$ cat config.mk
export PLATFORM = sky130hd
export DESIGN_NAME = leon_cache_stub_flat
export DESIGN_NICKNAME = d
export VERILOG_FILES = /design/src/rtl/leon_cache_stub_if.sv /design/src/rtl/leon_cache_stub.sv /design/src/flat_wrapper.sv
export SDC_FILE = /design/constraint.sdc
export NUM_CORES = 1
export LEC_CHECK = 0
export CORE_ASPECT_RATIO = 1.2
export CORE_UTILIZATION = 30
export CTS_BUF_LIST = sky130_fd_sc_hd__clkbuf_4 sky130_fd_sc_hd__clkbuf_8
export DETAILED_ROUTE_END_ITERATION = 8
export GPL_TIMING_DRIVEN = 0
export SYNTH_ARGS = -nofsm -noshare
export SYNTH_HDL_FRONTEND = slang
export SYNTH_SLANG_ARGS = --single-unit
export TNS_END_PERCENT = 100
$ cat constraint.sdc
create_clock -name clk -period 5.94 [get_ports clk]
set_clock_uncertainty 0.05 [all_clocks]
set_input_delay 1.188 -clock clk [delete_from_list [all_inputs] [get_ports clk]]
set_output_delay 1.188 -clock clk [all_outputs]
set_load 0.005 [all_outputs]
$ cat src/rtl/leon_cache_stub_if.sv
`default_nettype none
// ============================================================================
// Module   : leon_cache_stub_if
// Purpose  : Bus bundle between the integer-unit core side and the cache stub.
// Revision : 1.0
// ============================================================================
interface leon_cache_stub_if #(
  parameter int DW = 32
);
  logic          inst_wr;
  logic [DW-1:0] inst_wdata;
  logic          inst_full;
  logic          ld_wr;
  logic [DW-1:0] ld_wdata;
  logic          ld_full;
  logic [3:0]    wait_cfg;
  logic          ic_req;
  logic [DW-1:0] ic_data;
  logic          ic_hold;
  logic          dc_req;
  logic          dc_write;
  logic [DW-1:0] dc_wdata;
  logic [DW-1:0] dc_data;
  logic          dc_hold;
  logic          st_valid;
  logic [DW-1:0] st_data;
  logic [1:0]    ovf;
  logic [1:0]    udf;

  modport slave (
    input  inst_wr, inst_wdata, ld_wr, ld_wdata, wait_cfg,
           ic_req, dc_req, dc_write, dc_wdata,
    output inst_full, ld_full, ic_data, ic_hold, dc_data, dc_hold,
           st_valid, st_data, ovf, udf
  );

  modport master (
    output inst_wr, inst_wdata, ld_wr, ld_wdata, wait_cfg,
           ic_req, dc_req, dc_write, dc_wdata,
    input  inst_full, ld_full, ic_data, ic_hold, dc_data, dc_hold,
           st_valid, st_data, ovf, udf
  );
endinterface
`default_nettype wire

$ cat src/rtl/leon_cache_stub.sv
`default_nettype none
// ============================================================================
// Module   : leon_cache_stub
// Purpose  : Queued IC/DC responder with programmable hold cycles and store capture.
// Revision : 1.0
// ============================================================================
module leon_cache_stub #(
  parameter int            DW       = 32,
  parameter int            DEPTH    = 8,
  parameter logic [DW-1:0] NOP_WORD = DW'(32'h0100_0000)
) (
  input  logic             clk,
  input  logic             rst,
  leon_cache_stub_if.slave bus
);

  localparam int AW = $clog2(DEPTH);

  typedef enum logic [1:0] {
    S_IDLE = 2'd0,
    S_WAIT = 2'd1,
    S_RESP = 2'd2
  } state_t;

  // Index 0 is the instruction FIFO (IC channel), index 1 the load FIFO (DC).
  logic [1:0]    push;
  logic [1:0]    pop;
  logic [1:0]    full;
  logic [1:0]    empty;
  logic [1:0]    ovf_bit;
  logic [1:0]    udf_bit;
  logic [DW-1:0] push_data [2];
  logic [DW-1:0] head      [2];

  state_t        ic_state;
  state_t        ic_state_nxt;
  logic [3:0]    ic_cnt;
  logic [3:0]    ic_cnt_nxt;
  logic          ic_enter;
  logic          ic_hold;

  state_t        dc_state;
  state_t        dc_state_nxt;
  logic [3:0]    dc_cnt;
  logic [3:0]    dc_cnt_nxt;
  logic          dc_enter;
  logic          dc_hold;
  logic          dc_accept;
  logic          dc_write_q;
  logic [DW-1:0] dc_wdata_q;
  logic          dc_store;
  logic [DW-1:0] dc_store_word;

  logic [DW-1:0] ic_data_q;
  logic [DW-1:0] dc_data_q;
  logic          st_valid_q;
  logic [DW-1:0] st_data_q;

  assign push         = {bus.ld_wr, bus.inst_wr};
  assign push_data[0] = bus.inst_wdata;
  assign push_data[1] = bus.ld_wdata;
  assign pop          = {dc_enter & ~dc_store, ic_enter};

  for (genvar g = 0; g < 2; g++) begin : g_fifo
    logic [DW-1:0] mem [DEPTH];
    logic [AW:0]   wptr;
    logic [AW:0]   rptr;
    logic          do_push;
    logic          do_pop;
    logic          ovf_r;
    logic          udf_r;

    assign empty[g]   = (wptr == rptr);
    assign full[g]    = (wptr[AW] != rptr[AW]) && (wptr[AW-1:0] == rptr[AW-1:0]);
    // A same-cycle pop frees the slot, so a push into a full FIFO still lands.
    assign do_pop     = pop[g] && !empty[g];
    assign do_push    = push[g] && (!full[g] || pop[g]);
    assign head[g]    = mem[rptr[AW-1:0]];
    assign ovf_bit[g] = ovf_r;
    assign udf_bit[g] = udf_r;

    always_ff @(posedge clk) begin
      if (do_push) begin
        mem[wptr[AW-1:0]] <= push_data[g];
      end
    end

    always_ff @(posedge clk or negedge rst) begin
      if (!rst) begin
        wptr  <= '0;
        rptr  <= '0;
        ovf_r <= 1'b0;
        udf_r <= 1'b0;
      end else begin
        if (do_push) begin
          wptr <= wptr + 1'b1;
        end
        if (do_pop) begin
          rptr <= rptr + 1'b1;
        end
        if (push[g] && full[g] && !pop[g]) begin
          ovf_r <= 1'b1;
        end
        if (pop[g] && empty[g]) begin
          udf_r <= 1'b1;
        end
      end
    end
  end

  // ---------------- IC channel ----------------
  always_ff @(posedge clk or negedge rst) begin
    if (!rst) begin
      ic_state <= S_IDLE;
      ic_cnt   <= '0;
    end else begin
      ic_state <= ic_state_nxt;
      ic_cnt   <= ic_cnt_nxt;
    end
  end

  // ic_enter marks the edge that moves into RESP; the pop happens there so the
  // registered word is on ic_data throughout the RESP cycle.
  always_comb begin
    ic_state_nxt = ic_state;
    ic_cnt_nxt   = ic_cnt;
    ic_enter     = 1'b0;
    ic_hold      = 1'b1;
    case (ic_state)
      S_IDLE: begin
        if (bus.ic_req) begin
          ic_cnt_nxt = bus.wait_cfg;
          if (bus.wait_cfg == 4'd0) begin
            ic_state_nxt = S_RESP;
            ic_enter     = 1'b1;
          end else begin
            ic_state_nxt = S_WAIT;
          end
        end
      end
      S_WAIT: begin
        ic_hold    = 1'b0;
        ic_cnt_nxt = ic_cnt - 4'd1;
        if (ic_cnt == 4'd1) begin
          ic_state_nxt = S_RESP;
          ic_enter     = 1'b1;
        end
      end
      S_RESP: begin
        ic_state_nxt = S_IDLE;
      end
      default: begin
        ic_state_nxt = S_IDLE;
      end
    endcase
  end

  // ---------------- DC channel ----------------
  always_ff @(posedge clk or negedge rst) begin
    if (!rst) begin
      dc_state   <= S_IDLE;
      dc_cnt     <= '0;
      dc_write_q <= 1'b0;
      dc_wdata_q <= '0;
    end else begin
      dc_state <= dc_state_nxt;
      dc_cnt   <= dc_cnt_nxt;
      if (dc_accept) begin
        dc_write_q <= bus.dc_write;
        dc_wdata_q <= bus.dc_wdata;
      end
    end
  end

  always_comb begin
    dc_state_nxt = dc_state;
    dc_cnt_nxt   = dc_cnt;
    dc_enter     = 1'b0;
    dc_hold      = 1'b1;
    dc_accept    = 1'b0;
    case (dc_state)
      S_IDLE: begin
        if (bus.dc_req) begin
          dc_accept  = 1'b1;
          dc_cnt_nxt = bus.wait_cfg;
          if (bus.wait_cfg == 4'd0) begin
            dc_state_nxt = S_RESP;
            dc_enter     = 1'b1;
          end else begin
            dc_state_nxt = S_WAIT;
          end
        end
      end
      S_WAIT: begin
        dc_hold    = 1'b0;
        dc_cnt_nxt = dc_cnt - 4'd1;
        if (dc_cnt == 4'd1) begin
          dc_state_nxt = S_RESP;
          dc_enter     = 1'b1;
        end
      end
      S_RESP: begin
        dc_state_nxt = S_IDLE;
      end
      default: begin
        dc_state_nxt = S_IDLE;
      end
    endcase
  end

  // A zero-wait access enters RESP on the accepting edge, before the latch is loaded.
  assign dc_store      = (dc_state == S_IDLE) ? bus.dc_write : dc_write_q;
  assign dc_store_word = (dc_state == S_IDLE) ? bus.dc_wdata : dc_wdata_q;

  // ---------------- Response registers ----------------
  always_ff @(posedge clk or negedge rst) begin
    if (!rst) begin
      ic_data_q  <= NOP_WORD;
      dc_data_q  <= '0;
      st_valid_q <= 1'b0;
      st_data_q  <= '0;
    end else begin
      st_valid_q <= dc_enter && dc_store;
      if (ic_enter) begin
        ic_data_q <= empty[0] ? NOP_WORD : head[0];
      end
      if (dc_enter && !dc_store) begin
        dc_data_q <= empty[1] ? '0 : head[1];
      end
      if (dc_enter && dc_store) begin
        st_data_q <= dc_store_word;
      end
    end
  end

  assign bus.inst_full = full[0];
  assign bus.ld_full   = full[1];
  assign bus.ic_data   = ic_data_q;
  assign bus.ic_hold   = ic_hold;
  assign bus.dc_data   = dc_data_q;
  assign bus.dc_hold   = dc_hold;
  assign bus.st_valid  = st_valid_q;
  assign bus.st_data   = st_data_q;
  assign bus.ovf       = ovf_bit;
  assign bus.udf       = udf_bit;

endmodule
`default_nettype wire

$ cat src/flat_wrapper.sv
// flat-port wrapper written by rule: the top's interface ports become plain ports
module leon_cache_stub_flat 
#(
  parameter int            DW       = 32,
  parameter int            DEPTH    = 8,
  parameter logic [DW-1:0] NOP_WORD = DW'(32'h0100_0000)
)
  (clk, rst, bus_inst_wr, bus_inst_wdata, bus_ld_wr, bus_ld_wdata, bus_wait_cfg, bus_ic_req, bus_dc_req, bus_dc_write, bus_dc_wdata, bus_inst_full, bus_ld_full, bus_ic_data, bus_ic_hold, bus_dc_data, bus_dc_hold, bus_st_valid, bus_st_data, bus_ovf, bus_udf);
  leon_cache_stub_if #(.DW(DW)) bus_i ();
  input  logic clk;
  input  logic rst;
  input wire logic [$bits(bus_i.inst_wr)-1:0] bus_inst_wr;
  input wire logic [$bits(bus_i.inst_wdata)-1:0] bus_inst_wdata;
  input wire logic [$bits(bus_i.ld_wr)-1:0] bus_ld_wr;
  input wire logic [$bits(bus_i.ld_wdata)-1:0] bus_ld_wdata;
  input wire logic [$bits(bus_i.wait_cfg)-1:0] bus_wait_cfg;
  input wire logic [$bits(bus_i.ic_req)-1:0] bus_ic_req;
  input wire logic [$bits(bus_i.dc_req)-1:0] bus_dc_req;
  input wire logic [$bits(bus_i.dc_write)-1:0] bus_dc_write;
  input wire logic [$bits(bus_i.dc_wdata)-1:0] bus_dc_wdata;
  output wire logic [$bits(bus_i.inst_full)-1:0] bus_inst_full;
  output wire logic [$bits(bus_i.ld_full)-1:0] bus_ld_full;
  output wire logic [$bits(bus_i.ic_data)-1:0] bus_ic_data;
  output wire logic [$bits(bus_i.ic_hold)-1:0] bus_ic_hold;
  output wire logic [$bits(bus_i.dc_data)-1:0] bus_dc_data;
  output wire logic [$bits(bus_i.dc_hold)-1:0] bus_dc_hold;
  output wire logic [$bits(bus_i.st_valid)-1:0] bus_st_valid;
  output wire logic [$bits(bus_i.st_data)-1:0] bus_st_data;
  output wire logic [$bits(bus_i.ovf)-1:0] bus_ovf;
  output wire logic [$bits(bus_i.udf)-1:0] bus_udf;
  assign bus_i.inst_wr = bus_inst_wr;
  assign bus_i.inst_wdata = bus_inst_wdata;
  assign bus_i.ld_wr = bus_ld_wr;
  assign bus_i.ld_wdata = bus_ld_wdata;
  assign bus_i.wait_cfg = bus_wait_cfg;
  assign bus_i.ic_req = bus_ic_req;
  assign bus_i.dc_req = bus_dc_req;
  assign bus_i.dc_write = bus_dc_write;
  assign bus_i.dc_wdata = bus_dc_wdata;
  assign bus_inst_full = bus_i.inst_full;
  assign bus_ld_full = bus_i.ld_full;
  assign bus_ic_data = bus_i.ic_data;
  assign bus_ic_hold = bus_i.ic_hold;
  assign bus_dc_data = bus_i.dc_data;
  assign bus_dc_hold = bus_i.dc_hold;
  assign bus_st_valid = bus_i.st_valid;
  assign bus_st_data = bus_i.st_data;
  assign bus_ovf = bus_i.ovf;
  assign bus_udf = bus_i.udf;
  leon_cache_stub #(.DW(DW), .DEPTH(DEPTH), .NOP_WORD(NOP_WORD)) u_core (.clk(clk), .rst(rst), .bus(bus_i));
endmodule
# Yosys cells after proc, flatten, opt, wreduce, memory -nomap -nowiden
# Memories as Yosys holds them, arrays and structs flattened.
# Index checks and enable logic that the tools add are counted.
dict set report word_totals {
  mem_bits_rw 512
  output_inout_bits 105
  mem_count 2
  in_bits 107
  wordCells 104
  register_bits 162
}
# memory words word_bits read_ports rd_ports_with_merged_regs wr line
set memory_table {}
lappend memory_table {{u_core.g_fifo[0].mem} 8 32 1 0 1 leon_cache_stub.sv:65} ;# logic [DW-1:0] mem [DEPTH];
lappend memory_table {{u_core.g_fifo[1].mem} 8 32 1 0 1 leon_cache_stub.sv:65}
dict set report classes {
  n_mux 30
  add_sub_neg 6
  eq_ne 14
  bitwise 2
  n_reduce_logical 32
}
# op n
set op_table {}
lappend op_table {{two-way mux 32 bit} 3}
lappend op_table {{adder 4 x 1 -> 4 bit, second input constant} 4}
lappend op_table {{one-hot mux 4 bit (2 select lines)} 2}
lappend op_table {{logical AND 1 bit} 14}
lappend op_table {{two-way mux 1 bit} 14}
lappend op_table {{two-way mux 2 bit} 5}
lappend op_table {{equality test 4 x 1 -> 1 bit, second input constant} 2}
lappend op_table {{equality test 4 bit} 2}
lappend op_table {{two-way mux 4 bit} 2}
lappend op_table {{one-hot mux 2 bit (2 select lines)} 2}
lappend op_table {{AND reduction 2 bit} 4}
lappend op_table {{subtractor 4 x 1 -> 4 bit, second input constant} 2}
lappend op_table {{zero test 1 bit} 7}
lappend op_table {{equality test 3 bit} 2}
lappend op_table {{equality test 2 x 1 -> 1 bit, second input constant} 2}
lappend op_table {{zero test 2 bit} 2}
lappend op_table {{zero test 4 bit} 1}
lappend op_table {{inequality test 2 x 1 -> 1 bit, second input constant} 2}
lappend op_table {{inequality test 2 bit, second input constant} 2}
lappend op_table {{one-hot mux 1 bit (2 select lines)} 2}
lappend op_table {{nonzero test 2 bit} 2}
lappend op_table {{logical OR 1 bit} 2}
lappend op_table {{inequality test 1 bit} 2}
lappend op_table {{bitwise AND 1 bit} 1}
lappend op_table {{NOT 1 bit} 1}

# Depth between registers and ports, before layout
dict set report depth {
  word_depth 9
  ltp_mapped 8
  mapped_depth_nobuf 7
}

# Worst setup path before layout
# OpenSTA, ideal clock, no wires.
dict set report synth_timing {
  path_kind {input -> register}
  from {input port bus_wait_cfg[1]}
  to {memory u_core.g_fifo[0].mem[0][0], enable pin}
  setup_slack_ns 0.314
  setup_ns 0.502
  cell_stages 5
  arrival_time_ns 5.074
  n_path_buf 0
  required_ns 5.388
  path_cell_list {nor4_4 a32oi_2 inv_4 o21ai_4 nor4_1}
}
dict set report synth_between {
  elab_chain_len 8
}
# element line
set synth_rtl {}
lappend synth_rtl {{start, declared} flat_wrapper.sv:16} ;# input wire logic [$bits(bus_i.wait_cfg)-1:0] bus_wait_cfg;
lappend synth_rtl {{zero test 4 bit} leon_cache_stub.sv:133} ;# if (bus.wait_cfg == 4'd0) begin
lappend synth_rtl {{two-way mux 1 bit} leon_cache_stub.sv:133}
lappend synth_rtl {{two-way mux 1 bit} leon_cache_stub.sv:131} ;# if (bus.ic_req) begin
lappend synth_rtl {{one-hot mux 1 bit (2 select lines)} leon_cache_stub.sv:129} ;# case (ic_state)
lappend synth_rtl {{logical OR 1 bit} leon_cache_stub.sv:77} ;# assign do_push = push[g] && (!full[g] || pop[g]);
lappend synth_rtl {{logical AND 1 bit} leon_cache_stub.sv:77}
lappend synth_rtl {{two-way mux 1 bit} leon_cache_stub.sv:83} ;# if (do_push) begin
lappend synth_rtl {{two-way mux 1 bit (not written as such)} leon_cache_stub.sv:84} ;# mem[wptr[AW-1:0]] <= push_data[g];
lappend synth_rtl {{end, declared} leon_cache_stub.sv:65}
# No other way between the ends.

# Final worst setup path
dict set report layout_timing {
  from {input port bus_wait_cfg[1]}
  to {memory u_core.g_fifo[0].mem[4][13], enable pin}
}
# The elaborated chain is that of the path after synthesis.

==> metrics.yaml <==
whs_ns: 0.349
drive_gt1_share_pct: 31.7
fin_ws_ns: 1.73
cts_tree: "done"
port_buffers: 210
via_per_inst: 4.66
drtIter0Drc: 737
finalWirelength_um: 60600
end_kind: "flop"
rsz0062_at_grt: "no"
vias: 13400
coreArea_um2: 86500
instances_no_fill: 2875
crit_fanout: 9
grt_pass1_vias: 14700
final.setup.tns_ns: 0
netlist_area_um2: 26300
ioPinCount: 212
cts-root-buf: "clkbuf_8"
cts_buffers: 103
die_area_um2: 88700
routabilityCongestion: 0.744
grt_pass1_wl_um: 91800
ys.flop_type: "edfxtp_1"
fin_crit_sh_pct: 70.8
antenna_left: 0
final-max-slew-violation-count: 0
nets: 1762
critPathLaunchType: "input port"
async_flop_share_pct: 24.0
power.total_mw: 15.4
grt_usage_pct: 13.8
synth_fp_nets: 1394
die_w_um: 272
cts_hold_buf: 0
yosysSeqAreaShare_pct: 74.0
drc: 0
final_cell_mix: "edfxtp_1 (512), clkdlybuf4s50_1 (209), dfrtp_1 (161)"
ys_ff_latch: 674
final_util_pct: 37.8
die_y_um: 326
crit_arrival_ns: 4.53
post_cts_buffers: 0
start_util_pct: 30.4
synth_area_per_cell_um2: 20.5
drv_cap: 0
period_needed_ns: 4.21
pre_cts_ws_ns: 0.991
post-route-cell-area_um2: 32700
drtPass1Iterations: 5
ys_warn_count: 0
crit_type: "in -> reg"
clockBufferDepth: 3
rows: 118
grt_max_degree: 96
p_per_area_nw_per_um2: 469
worstHoldPathType: "in -> async"
path_clk_slew_ns: 0.06
syn_inst: 1279
placed_area_um2: 30600
syn2layout_area_growth_pct: 24.6
cts.sinks: 674
yosysTopAreaCellShare_pct: 58.5
hold_viol: 0
place_inst: 2682
p_leak_nw: 11.2
insertion_delay_ns: 0.72
worstMarginPinSlew_ns: 1.14
max_slew_margin_pct: 23.7
place_hpwl_um: 40700
antenna_found_initial: 12
crit_required_ns: 6.27
setup-violations-final: 0
htree_levels: 3
synth_area_leaders: "edfxtp_1 (59%), dfrtp_1 (15%), mux4_2 (11%)"
synth_top_area_cell: "edfxtp_1"
layout_commonest_cell: "edfxtp_1"
cts_resized: 0
synth.distinct_cells: 62
post_drt_wl_per_cell_um: 21.1
fmax_mhz: 238
grt_overflow: 0
synth-edff-count: 512
vdd_ir_drop_max_uv: 281
status: "finished, final reports clean"
[layout make-up]
type / count / area, um2
flip-flops and latches: 674 / 19400
diodes: 2 / 5.00
repair buffers: 263 / 2760
clock inverters: 40 / 329
multi-input cells: 518 / 6450
clock buffers: 151 / 1820
plain buffers: 74 / 437
well taps: 1140 / 1430
fillers: 7957 / 53800
inverters: 13 / 56.3
[registers in the layout, summed over array words and instances, names as in the netlist, 4 cells and up]
name,flops
u_core.g_fifo.mem,512
u_core.bus.dc_data,32
u_core.bus.ic_data,32
u_core.bus.st_data,32
u_core.dc_wdata_q,32
u_core.g_fifo.rptr,8
u_core.g_fifo.wptr,8
u_core.dc_cnt,4
u_core.ic_cnt,4
[where the power goes]
| part | switching, mW | total, mW | internal (mW) |
|---|---|---|---|
| logic | 2.24 | 4.78 | 2.54 |
| clock network | 1.85 | 3.98 | 2.13 |
| registers | 0.423 | 6.59 | 6.17 |
| total | 4.51 | 15.4 | 10.8 |
[Yosys cell counts (all sizes together) (3+ instances only)]
| cell type | number |
|---|---|
| nor2 | 8 |
| a21oi | 8 |
| inv | 13 |
| a22oi | 3 |
| o2bb2ai | 33 |
| mux2 | 102 |
| edfxtp | 512 |
| dfrtp | 161 |
| nand2 | 42 |
| clkbuf | 22 |
| ha | 8 |
| mux4 | 128 |
| nand3 | 6 |
| nor3b | 7 |
| mux2i | 63 |
| nand2b | 3 |
| o21ai | 39 |
| xnor2 | 16 |
| xor2 | 5 |
| nand4 | 6 |
| buf | 52 |
| nor3 | 9 |
| a211oi | 3 |
[cell families (layout without fill, tap and decap cells)]
kind of cell,Yosys count,count (layout),share of synthesized area (%)
other cells,0,2,0
fa+ha+maj,8,8,0.381
flops,674,674,74.0
simple gates,93,93,1.94
compound gates,103,103,2.95
buf+inv,87,541,1.88
mux,293,293,18.2
xor+xnor,21,21,0.700
[critical path: stages]
cell and delay (ns):
clkdlybuf4s50_1 0.53, nor4_4 0.54, a32oi_2 0.40, inv_4 0.32
o211ai_1 0.25, nor3_2 0.65, buf_6 0.23, buf_4 0.22
buf_8 0.18
[path summary, 6_finish.rpt]
path / from / end / slack (ns) / cells after the start
setup / recovery: bus_wait_cfg[1] / u_core.g_fifo[0].mem[4][13] / 1.73 / 9
hold / removal: rst / u_core.bus.ic_data[9] / 0.35 / 1
setup reg to reg: u_core.ic_cnt[1] / u_core.g_fifo[0].mem[4][13] / 2.25 / 10
hold reg to reg: u_core.g_fifo[1].ovf_r / u_core.g_fifo[1].ovf_r / 0.41 / 1
max in group asynchronous: rst / u_core.bus.st_data[23] / 4.47 / 2
min in group clk: u_core.g_fifo[1].ovf_r / u_core.g_fifo[1].ovf_r / 0.41 / 1
[routing by layer]
| layer | track usage (%) | up-vias | routed length, um |
|---|---|---|---|
| li1 | - | 5892 | - |
| met1 | 17.1 | 7000 | 25200 |
| met2 | 22.9 | 346 | 29900 |
| met3 | 4.19 | 124 | 3960 |
| met4 | 4.48 | 22 | 1370 |
| met5 | 0 | - | 140 |
No activity file was read; power rests on OpenSTA's default activity.
